<file path="src/rtl/rx_fifo_pkg.sv">
// Shared UART-wide defaults for the receive FIFO and its storage array.
package rx_fifo_pkg;

  localparam int DATA_LENGTH        = 8;
  localparam int RX_FIFO_ADDR_WIDTH = 4;

endpackage

</file>
<file path="src/rtl/fifo_ram.sv">
// Register-array storage: one synchronous write port, one asynchronous read port.
module fifo_ram
  import rx_fifo_pkg::*;
#(
  parameter int DATA_LENGTH = rx_fifo_pkg::DATA_LENGTH,
  parameter int ADDR_WIDTH  = RX_FIFO_ADDR_WIDTH
) (
  input  logic                   clk,
  input  logic                   we,
  input  logic [ADDR_WIDTH-1:0]  waddr,
  input  logic [DATA_LENGTH-1:0] wdata,
  input  logic [ADDR_WIDTH-1:0]  raddr,
  output logic [DATA_LENGTH-1:0] rdata
);

  logic [DATA_LENGTH-1:0] mem [2**ADDR_WIDTH];

  // Contents are deliberately not reset; the FIFO masks the head when empty.
  always_ff @(posedge clk) begin
    if (we) begin
      mem[waddr] <= wdata;
    end
  end

  assign rdata = mem[raddr];

endmodule

</file>
<file path="src/rtl/rx_fifo.sv">
// Show-ahead receive FIFO behind the UART receiver: pointers, flags, sticky overflow.
module rx_fifo
  import rx_fifo_pkg::*;
#(
  parameter int DATA_LENGTH = rx_fifo_pkg::DATA_LENGTH,
  parameter int ADDR_WIDTH  = RX_FIFO_ADDR_WIDTH
) (
  input  logic                   clk,
  input  logic                   reset_n,
  input  logic                   wr_en,
  input  logic [DATA_LENGTH-1:0] wr_data,
  input  logic                   rd_en,
  output logic [DATA_LENGTH-1:0] rd_data,
  output logic                   empty,
  output logic                   full,
  output logic [ADDR_WIDTH:0]    count,
  output logic                   overflow,
  input  logic                   overflow_clr
);

  localparam logic [ADDR_WIDTH:0] PTR_ONE = 1;

  logic [ADDR_WIDTH:0]    wr_ptr;
  logic [ADDR_WIDTH:0]    rd_ptr;
  logic                   push;
  logic                   pop;
  logic                   drop;
  logic [DATA_LENGTH-1:0] head;

  // Flags come only from the registered pointers; MSB is the wrap bit.
  assign empty = (wr_ptr == rd_ptr);
  assign full  = (wr_ptr[ADDR_WIDTH-1:0] == rd_ptr[ADDR_WIDTH-1:0]) &&
                 (wr_ptr[ADDR_WIDTH] != rd_ptr[ADDR_WIDTH]);
  assign count = wr_ptr - rd_ptr;

  // A pop frees the slot a same-cycle push at full needs; no bypass when empty.
  assign pop  = rd_en && !empty;
  assign push = wr_en && (!full || pop);
  assign drop = wr_en && !push;

  always_ff @(posedge clk or negedge reset_n) begin
    if (!reset_n) begin
      wr_ptr <= '0;
      rd_ptr <= '0;
    end else begin
      if (push) begin
        wr_ptr <= wr_ptr + PTR_ONE;
      end
      if (pop) begin
        rd_ptr <= rd_ptr + PTR_ONE;
      end
    end
  end

  // Sticky overflow: a drop in the same cycle as a clear keeps the flag set.
  always_ff @(posedge clk or negedge reset_n) begin
    if (!reset_n) begin
      overflow <= 1'b0;
    end else if (drop) begin
      overflow <= 1'b1;
    end else if (overflow_clr) begin
      overflow <= 1'b0;
    end
  end

  fifo_ram #(
    .DATA_LENGTH (DATA_LENGTH),
    .ADDR_WIDTH  (ADDR_WIDTH)
  ) u_ram (
    .clk   (clk),
    .we    (push),
    .waddr (wr_ptr[ADDR_WIDTH-1:0]),
    .wdata (wr_data),
    .raddr (rd_ptr[ADDR_WIDTH-1:0]),
    .rdata (head)
  );

  assign rd_data = empty ? '0 : head;

endmodule

</file>
<file path="config.mk">
export PLATFORM = sky130hd
export DESIGN_NAME = rx_fifo
export DESIGN_NICKNAME = d
export VERILOG_FILES = /design/src/rtl/rx_fifo_pkg.sv /design/src/rtl/fifo_ram.sv /design/src/rtl/rx_fifo.sv
export SDC_FILE = /design/constraint.sdc
export NUM_CORES = 1
export LEC_CHECK = 0
export CAP_MARGIN = 15
export CORE_MARGIN = 4
export CORE_UTILIZATION = 55
export DETAILED_ROUTE_END_ITERATION = 7
export PLACE_DENSITY = 0.74
export SETUP_SLACK_MARGIN = 0.4
export SLEW_MARGIN = 15
export SYNTH_ARGS = -nofsm -noshare
export SYNTH_HDL_FRONTEND = slang
export SYNTH_HIERARCHICAL = 1
export SYNTH_SLANG_ARGS = --single-unit
</file>
<file path="constraint.sdc">
create_clock -name clk -period 7 [get_ports clk]
set_input_delay 1.4 -clock clk [delete_from_list [all_inputs] [get_ports clk]]
set_output_delay 1.4 -clock clk [all_outputs]
set_load 0.1 [all_outputs]
</file>
==> run metrics, run 1 <==
via/cell ratio 5.91; Post-synth top flop edfxtp_1; vias in the first global route 2,991; first-pass GRT wire length 17.4 mm; largest net degree at the start of global routing 36; crit path max fanout 15; critical path startpoint category register; min Tclk post-route 5.11 ns; Gate Count Post-Synth 294; Final Skew 0.00784 ns; #FFs+latches synth 139; clock buffer depth 2; Layout area overhead 16.2%; TritonCTS Sinks 139; status finished clean; Final setup viols 0; RD Place Congestion 0.765; IO Pins 29; fin. max-slew vios 0; commonest non-fill, non-tap cell in the layout edfxtp_1; layout cells sized above 1 17.2%; hold crit path type reg -> reg; # Post-CTS Setup Buffers 0; EDFF count, synth 128; sequential area share after synthesis 71.9%; CORE AREA 0.00995 mm2; gr ovfl total 0; initial antenna violation count 0; CP Data Required Time 5.60 ns; post-route DRC violation count 0; Crit path arrival time 3.71 ns; gr usage total 20.7%; Ys Warns 6; Final #Nets 356; Buf/Inv on CP 1; CTS H-tree depth 4; asr flop ratio synth 7.91%; CP max-delay cell clkdlybuf4s50_1; Worst Tran Pin Value 1.01 ns; syn nets 314; Largest stage delay, worst path 1.28 ns; Fmax achieved 0.196 GHz; Resize count post-CTS 0; Hold Vio Cnt, Final 0; CTS Root Buffer Type clkbuf_8; syn_area_per_cell 19.5 um2; Critical Path, Cell by Cell ha_1, nand4_1, nor2_1, clkdlybuf4s50_1; nature of the critical path endpoint primary output; n_diodes 0; Row Count 36; Wirelength per Cell 23.1 um; Clock Pin Slew Worst Setup and Hold Paths 0.06 ns; CP delay by family, top buffers and inverters; clock latency on the worst-skew pair 0.51 ns; number of buffers created by CTS 17; crit path kind reg -> out; Vias 2,849; TNS Setup 0 ns; total routed wirelength 11.1 mm; 1st-iter DRT viols 244; Initial DRT Pass Iterations 4; CTS tree done; die area 0.0121 mm2; cts hold-fix bufs 0; Max Cap Viol 0; Rel. slew slack 32.5%; Die H 110 um; DP HPWL 6.75 mm; fin crit share 73.0%; Port Buffers 28; DRT antenna net count 0; Chip Width 110 um; most frequent cells in the layout edfxtp_1 (128), clkdlybuf4s50_1 (28), nor2_1 (19); Post-Syn Area 0.00573 mm2; initial core utilization 57.6%; RSZ-0062 raised after global routing false; Unique masters post-synth 35
## layout make-up
| type | instances | area (um2) |
|---|---|---|
| Sequential cell | 139 | 4120 |
| Fill cell | 645 | 3300 |
| Multi-Input combinational cell | 136 | 1490 |
| Clock buffer | 20 | 425 |
| Timing Repair Buffer | 34 | 325 |
| Tap cell | 133 | 166 |
| Clock inverter | 12 | 101 |
| Inverter | 8 | 30.0 |
## path summary, 6_finish.rpt
check                          start              end  slack (ns)  cells after the start
setup / recovery           rd_ptr[0]            empty        1.89                      4
hold / removal              overflow         overflow        0.53                      2
setup reg to reg           rd_ptr[0]  u_ram/mem[3][2]        3.89                      6
hold reg to reg             overflow         overflow        0.53                      2
max in group asynchronous    reset_n        rd_ptr[0]        5.39                      1
min in group asynchronous    reset_n         overflow        1.23                      1
## logic make-up (layout without fill, tap and decap cells)
group                    count (synthesis)  count (layout)  synth area share, %
AO/OA/AOI/OAI                           23              23                 3.08
XOR/XNOR                                13              13                 2.12
flip-flops                             139             139                 71.9
multiplexers                            34              34                 14.0
buffers and inverters                   19              74                 2.16
AND/OR/NAND/NOR                         59              59                 5.15
adder cells (fa/ha/maj)                  7               7                 1.66
## sequential cells by signal (all words and copies together) (netlist names)
name and cells:
overflow 1, u_ram/mem 128, rd_ptr 5, wr_ptr 5
## layer usage
layer | wire, um | global-route usage (%)
met5 | 0 | 0
met4 | 151 | 8.19
met3 | 645 | 5.01
met2 | 5580 | 32.5
met1 | 4740 | 28.3
## worst reg2reg max path, cell delays in order (launching register included)
cell,delay (ns)
dfrtp_2,0.64
ha_1,0.33
nand4_1,0.23
o31ai_4,0.12
inv_1,0.12
or3b_2,0.49
nor2_1,0.78
## cell usage after synthesis, types with 2 or more instances
library cell | count | area share [%]
buf_6 | 3 | 0.59
ha_1 | 6 | 1.3
a21o_1 | 2 | 0.26
dfrtp_1 | 11 | 4.8
nand2_1 | 13 | 0.85
xor2_1 | 6 | 0.92
xnor2_1 | 6 | 0.92
nor2b_1 | 9 | 0.98
buf_4 | 2 | 0.26
edfxtp_1 | 128 | 67
nor2_1 | 19 | 1.2
nor3_1 | 5 | 0.44
nand3_1 | 3 | 0.26
mux4_2 | 18 | 7.1
mux4_1 | 14 | 6.4
inv_1 | 8 | 0.52
nand2b_1 | 2 | 0.22
a21oi_1 | 2 | 0.17
nand3b_1 | 2 | 0.26
clkdlybuf4s25_2 | 3 | 0.52
a22oi_1 | 16 | 2.1
buf_2 | 3 | 0.26
## per-stage QoR
step	hold slack, ns	setup slack, ns	cell area (um2)	cells	utilization [%]
finish	0.529	1.89	6660	482	66.9
global route	0.589	1.68	6660	482	66.9
CTS	0.540	1.83	6660	482	66.9
detailed placement	0.529	2.38	6130	450	61.6
global placement	0.520	2.38	6130	450	61.6
floorplan	0.526	2.82	5730	294	-
Power of run 1 is left out: the tool's default activity adds up to more than one toggle a clock period on the data nets, which glitch-free logic cannot reach.
==> run 2, diff against run 1 <==
--- a/config.mk
+++ b/config.mk
@@ -7,9 +7,9 @@
 export LEC_CHECK = 0
 export CAP_MARGIN = 15
 export CORE_MARGIN = 4
-export CORE_UTILIZATION = 55
+export CORE_UTILIZATION = 54
 export DETAILED_ROUTE_END_ITERATION = 7
-export PLACE_DENSITY = 0.74
+export PLACE_DENSITY = 0.76
 export SETUP_SLACK_MARGIN = 0.4
 export SLEW_MARGIN = 15
 export SYNTH_ARGS = -nofsm -noshare
==> constraint.sdc (replaced) <==
create_clock -name clk -period 4.69 [get_ports clk]
set_input_delay 0.938 -clock clk [delete_from_list [all_inputs] [get_ports clk]]
set_output_delay 0.938 -clock clk [all_outputs]
set_load 0.1 [all_outputs]
==> run metrics, run 2 (synthesis results as in run 1) <==
status finished clean (unchanged); dpl ws 1.33 ns (was 2.38 ns); RSZ-0062 raised after global routing false (unchanged); Clock Pin Slew Worst Setup and Hold Paths 0.06 ns (about the same); IO Pins 29 (unchanged); Initial DRT Pass Iterations 4 (unchanged); CORE AREA 0.0103 mm2 (was 0.00995 mm2); Largest Register u_ram/mem (unchanged); Wirelength per Cell 22.6 um (was 23.1 um); crit path kind reg -> out (unchanged); critical path startpoint category register (unchanged); DRT antenna net count 0 (unchanged); Row Count 37 (was 36); commonest non-fill, non-tap cell in the layout edfxtp_1 (unchanged); post-route DRC violation count 0 (unchanged); Port Buffers 28 (unchanged); fin. max-slew vios 0 (unchanged); Max Cap Viol 0 (unchanged); total routed wirelength 10.9 mm (was 11.1 mm); Rel. slew slack 35.0% (was 32.5%); Vias 2,852 (was 2,849); Final setup viols 0 (unchanged); n_diodes 0 (unchanged); CTS Root Buffer Type clkbuf_8 (unchanged); Chip Width 111 um (was 110 um); initial core utilization 55.5% (was 57.6%); gr ovfl total 0 (unchanged); die area 0.0123 mm2 (was 0.0121 mm2); Hold Vio Cnt, Final 0 (unchanged); Fmax achieved 0.264 GHz; Final Non-Filler Cells 484 (was 482); fin crit share 80.8%; CTS tree done (unchanged); min Tclk post-route 3.79 ns; gr usage total 19.0% (was 20.7%); nature of the critical path endpoint primary output (unchanged); clock buffer depth 2 (unchanged); Final #Nets 357 (was 356); Crit path arrival time 2.85 ns (was 3.71 ns); number of buffers created by CTS 17 (unchanged); initial antenna violation count 0 (unchanged); vias in the first global route 2,944 (was 2,991); via/cell ratio 5.89 (was 5.91); hold crit path type reg -> reg (unchanged); # Post-CTS Setup Buffers 0 (unchanged); TritonCTS Sinks 139 (unchanged); Placed Instances 454 (was 450); clock latency on the worst-skew pair 0.50 ns (was 0.51 ns); Resize count post-CTS 0 (unchanged); Largest register FFs 128 (unchanged); cts hold-fix bufs 0 (unchanged); TNS Setup 0 ns (unchanged); most frequent cells in the layout edfxtp_1 (128), nor2_1 (19), mux4_2 (18) (was edfxtp_1 (128), clkdlybuf4s50_1 (28), nor2_1 (19)); biggest regs u_ram/mem: 128 flops, rd_ptr: 5 flops, wr_ptr: 5 flops (unchanged); layout cells sized above 1 21.6% (was 17.2%); crit path max fanout 23 (was 15); 1st-iter DRT viols 205 (was 244); Min Hold Slack 0.536 ns (was 0.529 ns); Final WS setup 0.899 ns (was 1.89 ns); RD Place Congestion 0.754 (was 0.765); CP Data Required Time 3.75 ns (was 5.60 ns); first-pass GRT wire length 17.3 mm (was 17.4 mm); Worst Tran Pin Value 0.972 ns (was 1.01 ns); CTS H-tree depth 4 (unchanged); Layout area overhead 17.4% (was 16.2%); largest net degree at the start of global routing 24 (was 36); DP HPWL 6.77 mm (was 6.75 mm); Final Skew 0.00836 ns (was 0.00784 ns); Die H 111 um (was 110 um)
-- run 2: cell count changes in the layout (fill, tap and decap cells not counted) --
cell	change
clkinv_1	+1
buf_4	+6
clkdlybuf4s50_1	-15
buf_12	+10
inv_6	+1
clkbuf_1	-2
clkinv_2	-1
bufinv_16	-1
-- run 2: through the flow --
step | area, um2 | util [%]
2_1_floorplan | 5730 | -
3_3_place_gp | 6230 | 60.3
3_5_place_dp | 6230 | 60.3
4_1_cts | 6730 | 65.1
5_1_grt | 6730 | 65.1
6_report | 6730 | 65.1
-- run 2: layout make-up --
cell class / instances / area [um2]
Clock inverter: 12 / 78.8
Fill cell: 696 / 3600
Multi-Input combinational cell: 136 / 1490
Sequential cell: 139 / 4120
Inverter: 8 / 30.0
Tap cell: 136 / 170
Timing Repair Buffer: 35 / 420
Clock buffer: 18 / 418
-- run 2: path summary, 6_finish.rpt --
| kind | cells after the start | end | from | slack [ns] |
|---|---|---|---|---|
| worst min-delay path | 2 | overflow | overflow | 0.54 |
| worst max-delay path | 6 | rd_data[7] | rd_ptr[1] | 0.90 |
| min in group asynchronous | 1 | overflow | reset_n | 0.77 |
| worst min register to register | 2 | overflow | overflow | 0.54 |
| max in group asynchronous | 1 | rd_ptr[0] | reset_n | 3.55 |
| worst max register to register | 7 | u_ram/mem[1][6] | rd_ptr[1] | 1.44 |
-- run 2: per-layer routing --
metal  global-route usage, %  share of wire, %
met4                    6.24               1.2
met5                       0                 0
met2                    30.0                50
met3                    4.91               6.6
met1                    26.3                43
-- run 2: critical path, stage by stage (launching register included) --
cell,delay [ns]
dfrtp_1,0.72
buf_4,0.42
mux4_2,0.36
a22oi_1,0.41
nand2_1,0.10
nor2b_1,0.17
buf_12,0.17
Power of run 2 is left out for the same reason.
==> run 3, diff against run 2 <==
--- a/config.mk
+++ b/config.mk
@@ -7,9 +7,9 @@
 export LEC_CHECK = 0
 export CAP_MARGIN = 15
 export CORE_MARGIN = 4
-export CORE_UTILIZATION = 54
+export CORE_UTILIZATION = 55
 export DETAILED_ROUTE_END_ITERATION = 7
-export PLACE_DENSITY = 0.76
+export PLACE_DENSITY = 0.74
 export SETUP_SLACK_MARGIN = 0.4
 export SLEW_MARGIN = 15
 export SYNTH_ARGS = -nofsm -noshare
==> constraint.sdc (replaced) <==
create_clock -name clk -period 3.58 [get_ports clk]
set_input_delay 0.716 -clock clk [delete_from_list [all_inputs] [get_ports clk]]
set_output_delay 0.716 -clock clk [all_outputs]
set_load 0.1 [all_outputs]
==> run metrics, run 3 (synthesis results as in run 1) <==
DP HPWL 6.80 mm (was 6.77 mm); post-route DRC violation count 0 (unchanged); RR Endpoint u_ram/mem[1][0] (was u_ram/mem[1][6]); layout cells sized above 1 32.9% (was 21.6%); gr ovfl total 0 (unchanged); crit path kind reg -> out (unchanged); Max Cap Viol 0 (unchanged); Final Skew 0.0132 ns (was 0.00836 ns); Crit path arrival time 2.42 ns (was 2.85 ns); R2R cell count 7 (unchanged); CP delay by family, top buffers and inverters (was flip-flops); Buf/Inv on CP 4 (was 2); crit path from rd_ptr[0] (was rd_ptr[1]); CTS tree done (unchanged); most frequent cells in the layout edfxtp_1 (128), mux4_2 (21), clkbuf_16 (20) (was edfxtp_1 (128), nor2_1 (19), mux4_2 (18)); via/cell ratio 6.08 (was 5.89); CP Data Required Time 2.86 ns (was 3.75 ns); TritonCTS Sinks 139 (unchanged); RD Place Congestion 0.743 (was 0.754); Final #Nets 375 (was 357); Largest Register u_ram/mem (unchanged); CP max-delay cell mux4_2 (was dfrtp_1); Fmax achieved 0.319 GHz; clock buffer depth 2 (unchanged); Largest stage delay, worst path 0.43 ns (was 0.72 ns); Critical path destination rd_data[7] (unchanged); first-pass GRT wire length 17.4 mm (was 17.3 mm); 1st-iter DRT viols 331 (was 205); min Tclk post-route 3.13 ns; RSZ-0062 raised after global routing true (was false); commonest non-fill, non-tap cell in the layout edfxtp_1 (unchanged); total routed wirelength 11.9 mm (was 10.9 mm); Largest register FFs 128 (unchanged); CORE AREA 0.00995 mm2 (was 0.0103 mm2); biggest regs u_ram/mem: 128 flops, rd_ptr: 5 flops, wr_ptr: 5 flops (unchanged); Worst Hold Launch overflow (unchanged); TNS Setup 0 ns (unchanged); CP dominant cell by count buf_12; worst reg2reg startpoint wr_ptr[3] (was rd_ptr[1]); Worst Tran Pin Value 0.968 ns (was 0.972 ns); Hold Vio Cnt, Final 0 (unchanged); Layout area overhead 26.0% (was 17.4%); Chip Width 110 um (was 111 um); largest net degree at the start of global routing 36 (was 24); n_diodes 0 (unchanged); CTS H-tree depth 4 (unchanged); Clock Pin Slew Worst Setup and Hold Paths 0.06 ns (about the same); status finished clean (unchanged); DRT antenna net count 0 (unchanged); Die H 110 um (was 111 um); r2r setup slk 0.64 ns (was 1.44 ns); hold crit path type reg -> reg (unchanged); Initial DRT Pass Iterations 5 (was 4); IO Pins 29 (unchanged); fin. max-slew vios 0 (unchanged); Row Count 36 (was 37); clock latency on the worst-skew pair 0.52 ns (was 0.50 ns); number of buffers created by CTS 17 (unchanged); Rel. slew slack 35.3% (was 35.0%); Vias 3,046 (was 2,852); Wirelength per Cell 23.8 um (was 22.6 um); vias in the first global route 2,981 (was 2,944); gr usage total 20.4% (was 19.0%); Final setup viols 0 (unchanged); nature of the critical path endpoint primary output (unchanged); initial antenna violation count 0 (unchanged); critical path depth 8 (was 6); crit path max fanout 5 (was 23); fin crit share 87.5%; Port Buffers 28 (unchanged); Critical Path, Cell by Cell buf_12, clkbuf_16, buf_4, mux4_2, a22oi_1, nand2_1, nor2b_2, buf_12 (was buf_4, mux4_2, a22oi_1, nand2_1, nor2b_1, buf_12); initial core utilization 57.6% (was 55.5%); CTS Root Buffer Type clkbuf_8 (unchanged); die area 0.0121 mm2 (was 0.0123 mm2); critical path startpoint category register (unchanged)
## run 3: stage by stage
step / cells / instance area, um2 / hold slack, ns / worst slack [ns] / util [%]
after floorplan: 294 / 5750 / 0.420 / 0.0878 / -
after global placement: 453 / 6300 / 0.520 / 0.664 / 63.3
after detailed placement: 453 / 6300 / 0.524 / 0.587 / 63.3
after CTS: 486 / 6940 / 0.533 / 0.397 / 69.7
after global routing: 501 / 7220 / 0.565 / 0.368 / 72.5
final: 501 / 7220 / 0.523 / 0.446 / 72.5
## run 3: per-layer routing
| layer | part of all wire, % | GRT usage, % | wire, um | vias to the layer above |
|---|---|---|---|---|
| li1 | - | - | - | 1303 |
| met1 | 43 | 29.6 | 5150 | 1585 |
| met2 | 49 | 29.9 | 5880 | 139 |
| met3 | 6.0 | 6.29 | 717 | 19 |
| met4 | 1.5 | 6.59 | 185 | 0 |
| met5 | 0 | 0 | 0 | - |
## run 3: final cells by class
type | count | area [um2]
tap | 133 | 166
multi-input combinational | 136 | 1580
fill | 570 | 2730
clock inverter | 14 | 193
clock buffer | 18 | 418
inverter | 8 | 30.0
sequential | 139 | 4120
timing repair buffer | 53 | 717
## run 3: worst min-delay path, stage by stage, from the launching register on
cell and delay, ns:
dfrtp_1 0.37, inv_1 0.05, o21ai_0 0.06
## run 3: repair_timing
action	4_1_cts	5_1_grt
resized for setup	6	28
cloned	0	3
buffers inserted	1	12
pin swaps	1	8
setup endpoints to repair	9	9
hold buffers	0	0
hold endpoints to repair	0	0
## run 3: how the worst min path moves through the flow
stage               cells past startpoint       end  slack, ns
floorplan                               0  overflow       0.42
global placement                        2  overflow       0.52
detailed placement                      2  overflow       0.52
CTS                                     2  overflow       0.53
global route                            2  overflow       0.56
finish                                  2  overflow       0.52
Power of run 3 is left out for the same reason.
